File: config.mk
export PLATFORM = sky130hd
export DESIGN_NAME = hex_parser
export DESIGN_NICKNAME = d
export VERILOG_FILES = /design/src/rtl/hex_parser_pkg.sv /design/src/rtl/hex_parser_classify.sv /design/src/rtl/hex_parser.sv
export SDC_FILE = /design/constraint.sdc
export NUM_CORES = 1
export LEC_CHECK = 0
export CAP_MARGIN = 20
export CORE_MARGIN = 2
export CORE_UTILIZATION = 35
export CTS_CLUSTER_DIAMETER = 100
export DETAILED_ROUTE_END_ITERATION = 12
export SETUP_SLACK_MARGIN = 0.05
export SYNTH_ARGS = -nofsm -noshare
export SYNTH_HDL_FRONTEND = slang
export SYNTH_SLANG_ARGS = --single-unit
File: constraint.sdc
create_clock -name clk -period 2.4 [get_ports clk]
set_input_delay 0.72 -clock clk [delete_from_list [all_inputs] [get_ports clk]]
set_output_delay 0.72 -clock clk [all_outputs]
set_load 0.03 [all_outputs]
File: src/rtl/hex_parser_pkg.sv
// Shared definitions for the ASCII hex token parser: state encoding, ASCII
// constants and character helpers (hexvalue is the inverse of hexdigit).
package hex_parser_pkg;

  typedef enum logic [1:0] {
    ST_IDLE   = 2'd0,
    ST_DIGITS = 2'd1,
    ST_ERROR  = 2'd2
  } parse_state_t;

  localparam logic [7:0] ASCII_CR    = 8'h0d;
  localparam logic [7:0] ASCII_LF    = 8'h0a;
  localparam logic [7:0] ASCII_SPACE = 8'h20;
  localparam logic [7:0] ASCII_TAB   = 8'h09;
  localparam logic [7:0] ASCII_COMMA = 8'h2c;

  // Returns {valid, nibble}; letters map via low nibble + 9 ('a' = 0x61 -> 10).
  function automatic logic [4:0] hexvalue(input logic [7:0] ch);
    logic [4:0] res;
    if ((ch >= 8'h30) && (ch <= 8'h39)) begin
      res = {1'b1, ch[3:0]};
    end else if (((ch >= 8'h61) && (ch <= 8'h66)) || ((ch >= 8'h41) && (ch <= 8'h46))) begin
      res = {1'b1, ch[3:0] + 4'd9};
    end else begin
      res = 5'd0;
    end
    return res;
  endfunction

  function automatic logic is_eol_char(input logic [7:0] ch);
    return (ch == ASCII_CR) || (ch == ASCII_LF);
  endfunction

  function automatic logic is_delim_char(input logic [7:0] ch);
    return is_eol_char(ch) || (ch == ASCII_SPACE) || (ch == ASCII_TAB) || (ch == ASCII_COMMA);
  endfunction

endpackage

File: src/rtl/hex_parser_classify.sv
// Combinational ASCII character classifier for hex-text command parsing.
module hex_parser_classify
  import hex_parser_pkg::*;
(
  input  logic [7:0] in_data,
  output logic       is_digit,
  output logic       is_delim,
  output logic       is_eol,
  output logic [3:0] nibble
);

  logic [4:0] hv_s;

  assign hv_s     = hexvalue(in_data);
  assign is_digit = hv_s[4];
  assign nibble   = hv_s[3:0];
  assign is_delim = is_delim_char(in_data);
  assign is_eol   = is_eol_char(in_data);

endmodule

File: src/rtl/hex_parser.sv
// Streaming ASCII hex decoder: accumulates hex digits and emits the value on
// a delimiter, or an error pulse for a malformed / overlong token.
module hex_parser
  import hex_parser_pkg::*;
#(
  parameter int WIDTH = 32
) (
  input  logic                                clk,
  input  logic                                reset,
  input  logic [7:0]                          in_data,
  input  logic                                in_strobe,
  output logic [WIDTH-1:0]                    value,
  output logic [$clog2((WIDTH/4)+1)-1:0]      digits,
  output logic                                eol,
  output logic                                value_strobe,
  output logic                                error_strobe
);

  localparam int MAX_DIGITS = WIDTH / 4;
  localparam int CNT_W      = $clog2(MAX_DIGITS + 1);
  localparam logic [CNT_W-1:0] MAX_CNT = CNT_W'(MAX_DIGITS);

  parse_state_t     state_r, state_next_s;
  logic [WIDTH-1:0] acc_r, acc_next_s;
  logic [CNT_W-1:0] cnt_r, cnt_next_s;
  logic             emit_value_s, emit_error_s;
  logic             is_digit_s, is_delim_s, is_eol_s;
  logic [3:0]       nibble_s;

  hex_parser_classify u_classify (
    .in_data  (in_data),
    .is_digit (is_digit_s),
    .is_delim (is_delim_s),
    .is_eol   (is_eol_s),
    .nibble   (nibble_s)
  );

  // State register
  always_ff @(posedge clk or negedge reset) begin
    if (!reset) begin
      state_r <= ST_IDLE;
    end else begin
      state_r <= state_next_s;
    end
  end

  // Next-state logic; transitions only on strobed bytes
  always_comb begin
    state_next_s = state_r;
    if (in_strobe) begin
      case (state_r)
        ST_IDLE: begin
          if (is_digit_s) begin
            state_next_s = ST_DIGITS;
          end else if (is_delim_s) begin
            state_next_s = ST_IDLE;
          end else begin
            state_next_s = ST_ERROR;
          end
        end
        ST_DIGITS: begin
          if (is_digit_s) begin
            state_next_s = (cnt_r == MAX_CNT) ? ST_ERROR : ST_DIGITS;
          end else if (is_delim_s) begin
            state_next_s = ST_IDLE;
          end else begin
            state_next_s = ST_ERROR;
          end
        end
        ST_ERROR: begin
          if (is_delim_s) begin
            state_next_s = ST_IDLE;
          end else begin
            state_next_s = ST_ERROR;
          end
        end
        default: state_next_s = ST_IDLE;
      endcase
    end else begin
      state_next_s = state_r;
    end
  end

  // Datapath and strobe decode for the current byte
  always_comb begin
    acc_next_s   = acc_r;
    cnt_next_s   = cnt_r;
    emit_value_s = 1'b0;
    emit_error_s = 1'b0;
    if (in_strobe) begin
      case (state_r)
        ST_IDLE: begin
          if (is_digit_s) begin
            acc_next_s = WIDTH'(nibble_s);
            cnt_next_s = CNT_W'(1);
          end else begin
            acc_next_s = acc_r;
          end
        end
        ST_DIGITS: begin
          if (is_digit_s && (cnt_r != MAX_CNT)) begin
            // Shift form stays legal for WIDTH == 4
            acc_next_s = (acc_r << 4) | WIDTH'(nibble_s);
            cnt_next_s = cnt_r + CNT_W'(1);
          end else if (is_delim_s) begin
            emit_value_s = 1'b1;
          end else begin
            acc_next_s = acc_r;
          end
        end
        ST_ERROR: begin
          if (is_delim_s) begin
            emit_error_s = 1'b1;
          end else begin
            emit_error_s = 1'b0;
          end
        end
        default: begin
          emit_value_s = 1'b0;
        end
      endcase
    end else begin
      acc_next_s = acc_r;
    end
  end

  // Accumulator and registered outputs
  always_ff @(posedge clk or negedge reset) begin
    if (!reset) begin
      acc_r        <= '0;
      cnt_r        <= '0;
      value        <= '0;
      digits       <= '0;
      eol          <= 1'b0;
      value_strobe <= 1'b0;
      error_strobe <= 1'b0;
    end else begin
      acc_r        <= acc_next_s;
      cnt_r        <= cnt_next_s;
      value_strobe <= emit_value_s;
      error_strobe <= emit_error_s;
      if (emit_value_s) begin
        value  <= acc_r;
        digits <= cnt_r;
        eol    <= is_eol_s;
      end
    end
  end

endmodule

## Word level (Yosys, flattened, before mapping)

Cells that the tools add are included.

| word-level totals | value |
|---|---|
| input port bits | 11 |
| bits in registers | 77 |
| output and inout port bits | 39 |

| operators by class | value |
|---|---|
| mux-type cells | 19 |
| magnitude comparators | 6 |
| add/sub/neg operators | 2 |
| reduce and logical (&&, ||, !) cells | 12 |
| bitwise operators | 1 |
| eq/ne operators | 11 |

Operators by type and width:

| cell | number |
|---|---|
| 32-bit two-way mux | 2 |
| 32-bit one-hot mux with 2 select lines | 1 |
| 32-bit by 4-bit OR with 32-bit output | 1 |
| 8-bit by 4-bit equality test with 1-bit output (second input constant) | 3 |
| 8-bit by 6-bit equality test with 1-bit output (second input constant) | 2 |
| 8-bit by 7-bit greater-or-equal comparator with 1-bit output (second input constant) | 2 |
| 8-bit by 7-bit <= comparator with 1-bit output (second input constant) | 2 |
| 5-bit two-way mux | 2 |
| 8-bit by 6-bit greater-or-equal comparator with 1-bit output (second input constant) | 1 |
| 8-bit by 6-bit <= comparator with 1-bit output (second input constant) | 1 |
| 2-bit two-way mux | 4 |
| 4-bit two-way mux | 2 |
| 4-bit one-hot mux with 2 select lines | 1 |
| 1-bit two-way mux | 6 |
| 2-bit one-hot mux with 3 select lines | 1 |
| 1-bit logical OR | 5 |
| 4-bit by 1-bit adder with 4-bit output (second input constant) | 1 |
| 4-bit adder (second input constant) | 1 |
| 4-bit equality test (second input constant) | 1 |
| 1-bit logical AND | 4 |
| 4-bit != test (second input constant) | 1 |
| 4-bit AND reduction | 1 |
| 2-bit by 1-bit equality test with 1-bit output (second input constant) | 1 |
| 2-bit equality test (second input constant) | 1 |
| 4 further kinds | 4 |

## Depth between registers and ports, before layout

| logic depth | value |
|---|---|
| depth in word-level cells | 9 |
| gate-level depth with buffers | 9 |
| mapped depth without buffers | 7 |

## Modules after synthesis

From an unflattened synthesis, not the netlist that was laid out.

| unflattened totals | value |
|---|---|
| cell total of the unflattened synthesis | 282 |
| area, all modules | 3472.1 um2 |

By module, submodules not included:

| module | area each (um2) | cells each | instances |
|---|---|---|---|
| hex_parser | 3194.3 | 247 | 1 |
| hex_parser_classify | 277.8 | 35 | 1 |

## Worst setup path after synthesis

No wires, ideal clock.

| timing path | value |
|---|---|
| path kind | input to register |
| from | input port in_data[1] |
| to | register acc_r[31] |
| cell stages on the path | 9 |
| slack | 63 ps |
| setup time | 121 ps |
| arrival time | 2216 ps |
| path through | inv_1 ha_1 nand2b_1 o211a_1 o21a_1 and3_1 buf_2 buf_4 a22o_1 |

| between the ends | value |
|---|---|
| longest elaborated chain between the ends | 8 |

Ends and longest elaborated chain:

| element | line | RTL |
|---|---|---|
| start, declared | hex_parser.sv:10 | `input logic [7:0] in_data,` |
| 8-bit by 7-bit greater-or-equal comparator with 1-bit output / 8-bit by 7-bit <= comparator with 1-bit output (equally long branches) | hex_parser_pkg.sv:22 | `end else if (((ch >= 8'h61) && (ch <= 8'h66)) \|\| ((ch >= 8'h41) && (ch <= 8'h46))) begin` |
| 1-bit logical AND | hex_parser_pkg.sv:22 |  |
| 1-bit logical OR | hex_parser_pkg.sv:22 |  |
| 5-bit two-way mux | hex_parser_pkg.sv:22 |  |
| 5-bit two-way mux * | hex_parser_pkg.sv:20 | `if ((ch >= 8'h30) && (ch <= 8'h39)) begin` |
| 1-bit logical AND | hex_parser.sv:101 | `if (is_digit_s && (cnt_r != MAX_CNT)) begin` |
| 2-bit != test (no source line) | - |  |
| 4-bit AND reduction (no source line) * | - |  |
| end signal, assigned | hex_parser.sv:138 | `acc_r <= acc_next_s;` |
| end, declared | hex_parser.sv:24 | `logic [WIDTH-1:0] acc_r, acc_next_s;` |

Every way passes the cells marked *; elsewhere a longest branch is shown, timed or not.
A chain may end at the register's enable or synchronous reset.

## Final worst setup path

| timing path | value |
|---|---|
| from | input port in_data[0] |
| to | register acc_r[28] |

Same word-level chain as after synthesis.

==> results.txt <==
GRT met1 Usage = 20.2%
Final period util = 92.9%
Synth Warn # = 0
Layout Nets = 315
Core Footprint = 0.00911 mm^2
Initial Util = 35.4%
Met2 Usage GRT = 20.6%
H-Tree Level Count = 3
Cells after DPL = 396
Vias post-DR = 2041
Vias in the first global route = 2096
DRC = 0
Largest net degree at the start of global routing = 52
Slew of the pin with the lowest slew margin = 0.379 ns
CTS buffer count = 9
Post-synthesis sequential area ratio = 59.8%
Number of synthesized flops with an enable pin = 0
Total detailed-routing wirelength = 6.42 mm
Non-Filler Instances = 413
Post-Synthesis Cells = 226
Met3 Use GR = 2.58%
Top cells by count, synth = 77 x dfrtp_1, 30 x a22o_1, 19 x mux2_4
Outcome = finished, final reports clean
GRT Overall Usage = 14.0%
Syn nets = 244
DRT iter0 DRCs = 116
Fraction of registers with async set or reset after synthesis = 100%
Most common cell in the netlist = dfrtp_1
Skew final = 0.0128 ns
DP Wirelength = 4.14 mm
Setup violators final = 0
Synth Flop Type = dfrtp_1
Port Buffers = 49
Worst EP arrival = 2.47 ns
Hold_buf cts = 0
Average size of a mapped cell = 14.3 um^2
Critical-path maximum fanout = 15
# rows = 35
Full die area = 0.0100 mm^2
Die W = 100 um
Die height = 100 um
CTS tree = done
Grt ovf = 0
Later-pin clock latency in the skew report = 0.35 ns
Diode count = 0
CP startpoint kind = input port
Post-synthesis cell area = 0.00322 mm^2
Final Hold Vio Count = 0
Grt peak-use layer = met2
Distinct cells, synth = 37
Synthesis-to-layout area growth = 32.9%
Hold Path Class = in2async
PD cells = 585 mW/mm^2
Initial antenna violation count = 0
Clock sink count = 77
Share of layout cells above drive strength 1 = 22.8%
Data required, critical path = 2.64 ns
Fmax = 449 MHz
Max VDD drop = 223 uV
Worst slew margin = 74.8%
Final Core Density = 47.0%
Min cycle time layout = 2.23 ns
Boundary pin count = 50
RSZ-0062 raised after global routing = no
Worst Setup End Kind = register
Crit path kind = in2reg
Largest area contributor in the netlist = dfrtp_1
Leak = 2.06 nW
WL per Instance = 15.5 um
First-pass GRT wire length = 10.8 mm
Leading post-synthesis cells by cell area = dfrtp_1 60%, mux2_4 8.8%, a22o_1 8.1%
Max-cap viol count = 0
CTS Root Cell = clkbuf_8
Antenna viol nets, final = 0
FF+latch count, synth = 77
Clock Path Buffers = 2
GPL Wtd Cong = 0.792
Reg clk slew, reported paths = 0.08 ns
DR vias/cell = 4.94
Post-synth top area share = 59.8%
First-pass DRT Iterations = 5
Final slew viol count = 0
[state kept, by name (all words and copies together) (netlist names)]
signal,flops
state_r,2
value_strobe,1
digits,4
error_strobe,1
acc_r,32
value,32
cnt_r,4
eol,1
[metrics by stage]
| step | hold slack, ns | total power [mW] | setup slack (ns) | setup TNS [ns] | area [um^2] |
|---|---|---|---|---|---|
| after global placement | 0.469 | 1.51 | -0.384 | -26.56 | 4000 |
| after CTS | 0.295 | 2.53 | 0.0680 | 0 | 4250 |
| after floorplan | 0.424 | 1.42 | 0.0631 | 0 | 3220 |
| after detailed placement | 0.480 | 1.52 | -0.404 | -28.19 | 4000 |
| final | 0.290 | 2.51 | 0.170 | 0 | 4290 |
| after global routing | 0.309 | 2.62 | 0.0598 | 0 | 4290 |
[kinds of logic (layout without fill, tap and decap cells)]
family | after synthesis | after routing | synth area share [%]
AOI/OAI and AO/OA | 55 | 55 | 13.3
xor gates and xnor gates | 1 | 1 | 0.272
adders and majority gates | 7 | 7 | 2.72
buffers and inverters | 21 | 97 | 3.65
DFF | 77 | 77 | 59.8
muxes | 39 | 39 | 15.8
and+or+nand+nor | 26 | 26 | 4.54
[critical path: stages]
cell and delay [ns]:
dlygate4sd2_1 0.26, ha_2 0.20, nand2b_1 0.16, o211a_1 0.23, o21a_1 0.20, and3_4 0.19, bufbuf_16 0.28, a22o_1 0.22
[metal layers]
metal | part of all wire, % | wire [um]
met1 | 50 | 3210
met2 | 45 | 2890
met3 | 4.1 | 265
met4 | 0.86 | 55
met5 | 0 | 0
[cell usage in the layout (no fill, tap or decap), types with 2 or more instances in the layout]
cell type / synthesis / final
dfrtp_1: 77 / 77
clkdlybuf4s50_1: 0 / 41
a22o_1: 30 / 30
mux2_4: 19 / 19
buf_4: 3 / 19
mux2_1: 18 / 18
clkbuf_8: 0 / 11
o21ai_0: 10 / 10
inv_1: 8 / 7
nand2_1: 6 / 6
ha_1: 7 / 6
dlymetal6s2s_1: 0 / 5
buf_12: 0 / 5
nand2b_1: 3 / 3
a21oi_1: 3 / 3
nor3_1: 3 / 3
nand3_1: 3 / 3
o21a_1: 2 / 2
nor2b_1: 2 / 2
and3_4: 0 / 2
mux2i_1: 2 / 2
clkinv_2: 0 / 2
[what timing repair did]
| item | 4_1_cts | 5_1_grt |
|---|---|---|
| setup buffers | 0 | 0 |
| pin swaps | 1 | 2 |
| endpoints found under the setup margin | 72 | 35 |
| hold endpoints to repair | 0 | 0 |
| gates cloned | 1 | 0 |
| gates resized for setup | 7 | 9 |
[power breakdown]
group,total (mW),switching [mW],internal [mW]
sequential,1.34,0.0237,1.32
combinational,0.146,0.0778,0.0682
clock,1.02,0.478,0.539
[worst paths after layout]
| path | start | endpoint | slack [ns] | depth (start not counted) |
|---|---|---|---|---|
| setup / recovery | in_data[0] | acc_r[28]$_DFFE_PN0P_ | 0.17 | 8 |
| hold / removal | reset | value[17]$_DFFE_PN0P_ | 0.29 | 1 |
| setup reg to reg | cnt_r[0]$_DFFE_PN0P_ | acc_r[27]$_DFFE_PN0P_ | 0.64 | 7 |
| hold reg to reg | value[13]$_DFFE_PN0P_ | value[13]$_DFFE_PN0P_ | 0.49 | 1 |
| max in group asynchronous | reset | cnt_r[2]$_DFFE_PN0P_ | 1.52 | 2 |
| min in group clk | value[13]$_DFFE_PN0P_ | value[13]$_DFFE_PN0P_ | 0.49 | 1 |
[cell type report]
cell class,instances,area [um^2]
fill,811,4820
sequential,77,1930
multi-input combinational,128,1210
timing repair buffer,73,767
clock buffer,11,151
tap,111,139
clock inverter,5,57.6
inverter,8,30.0
Note: power is estimated with default switching activity, not from simulation.
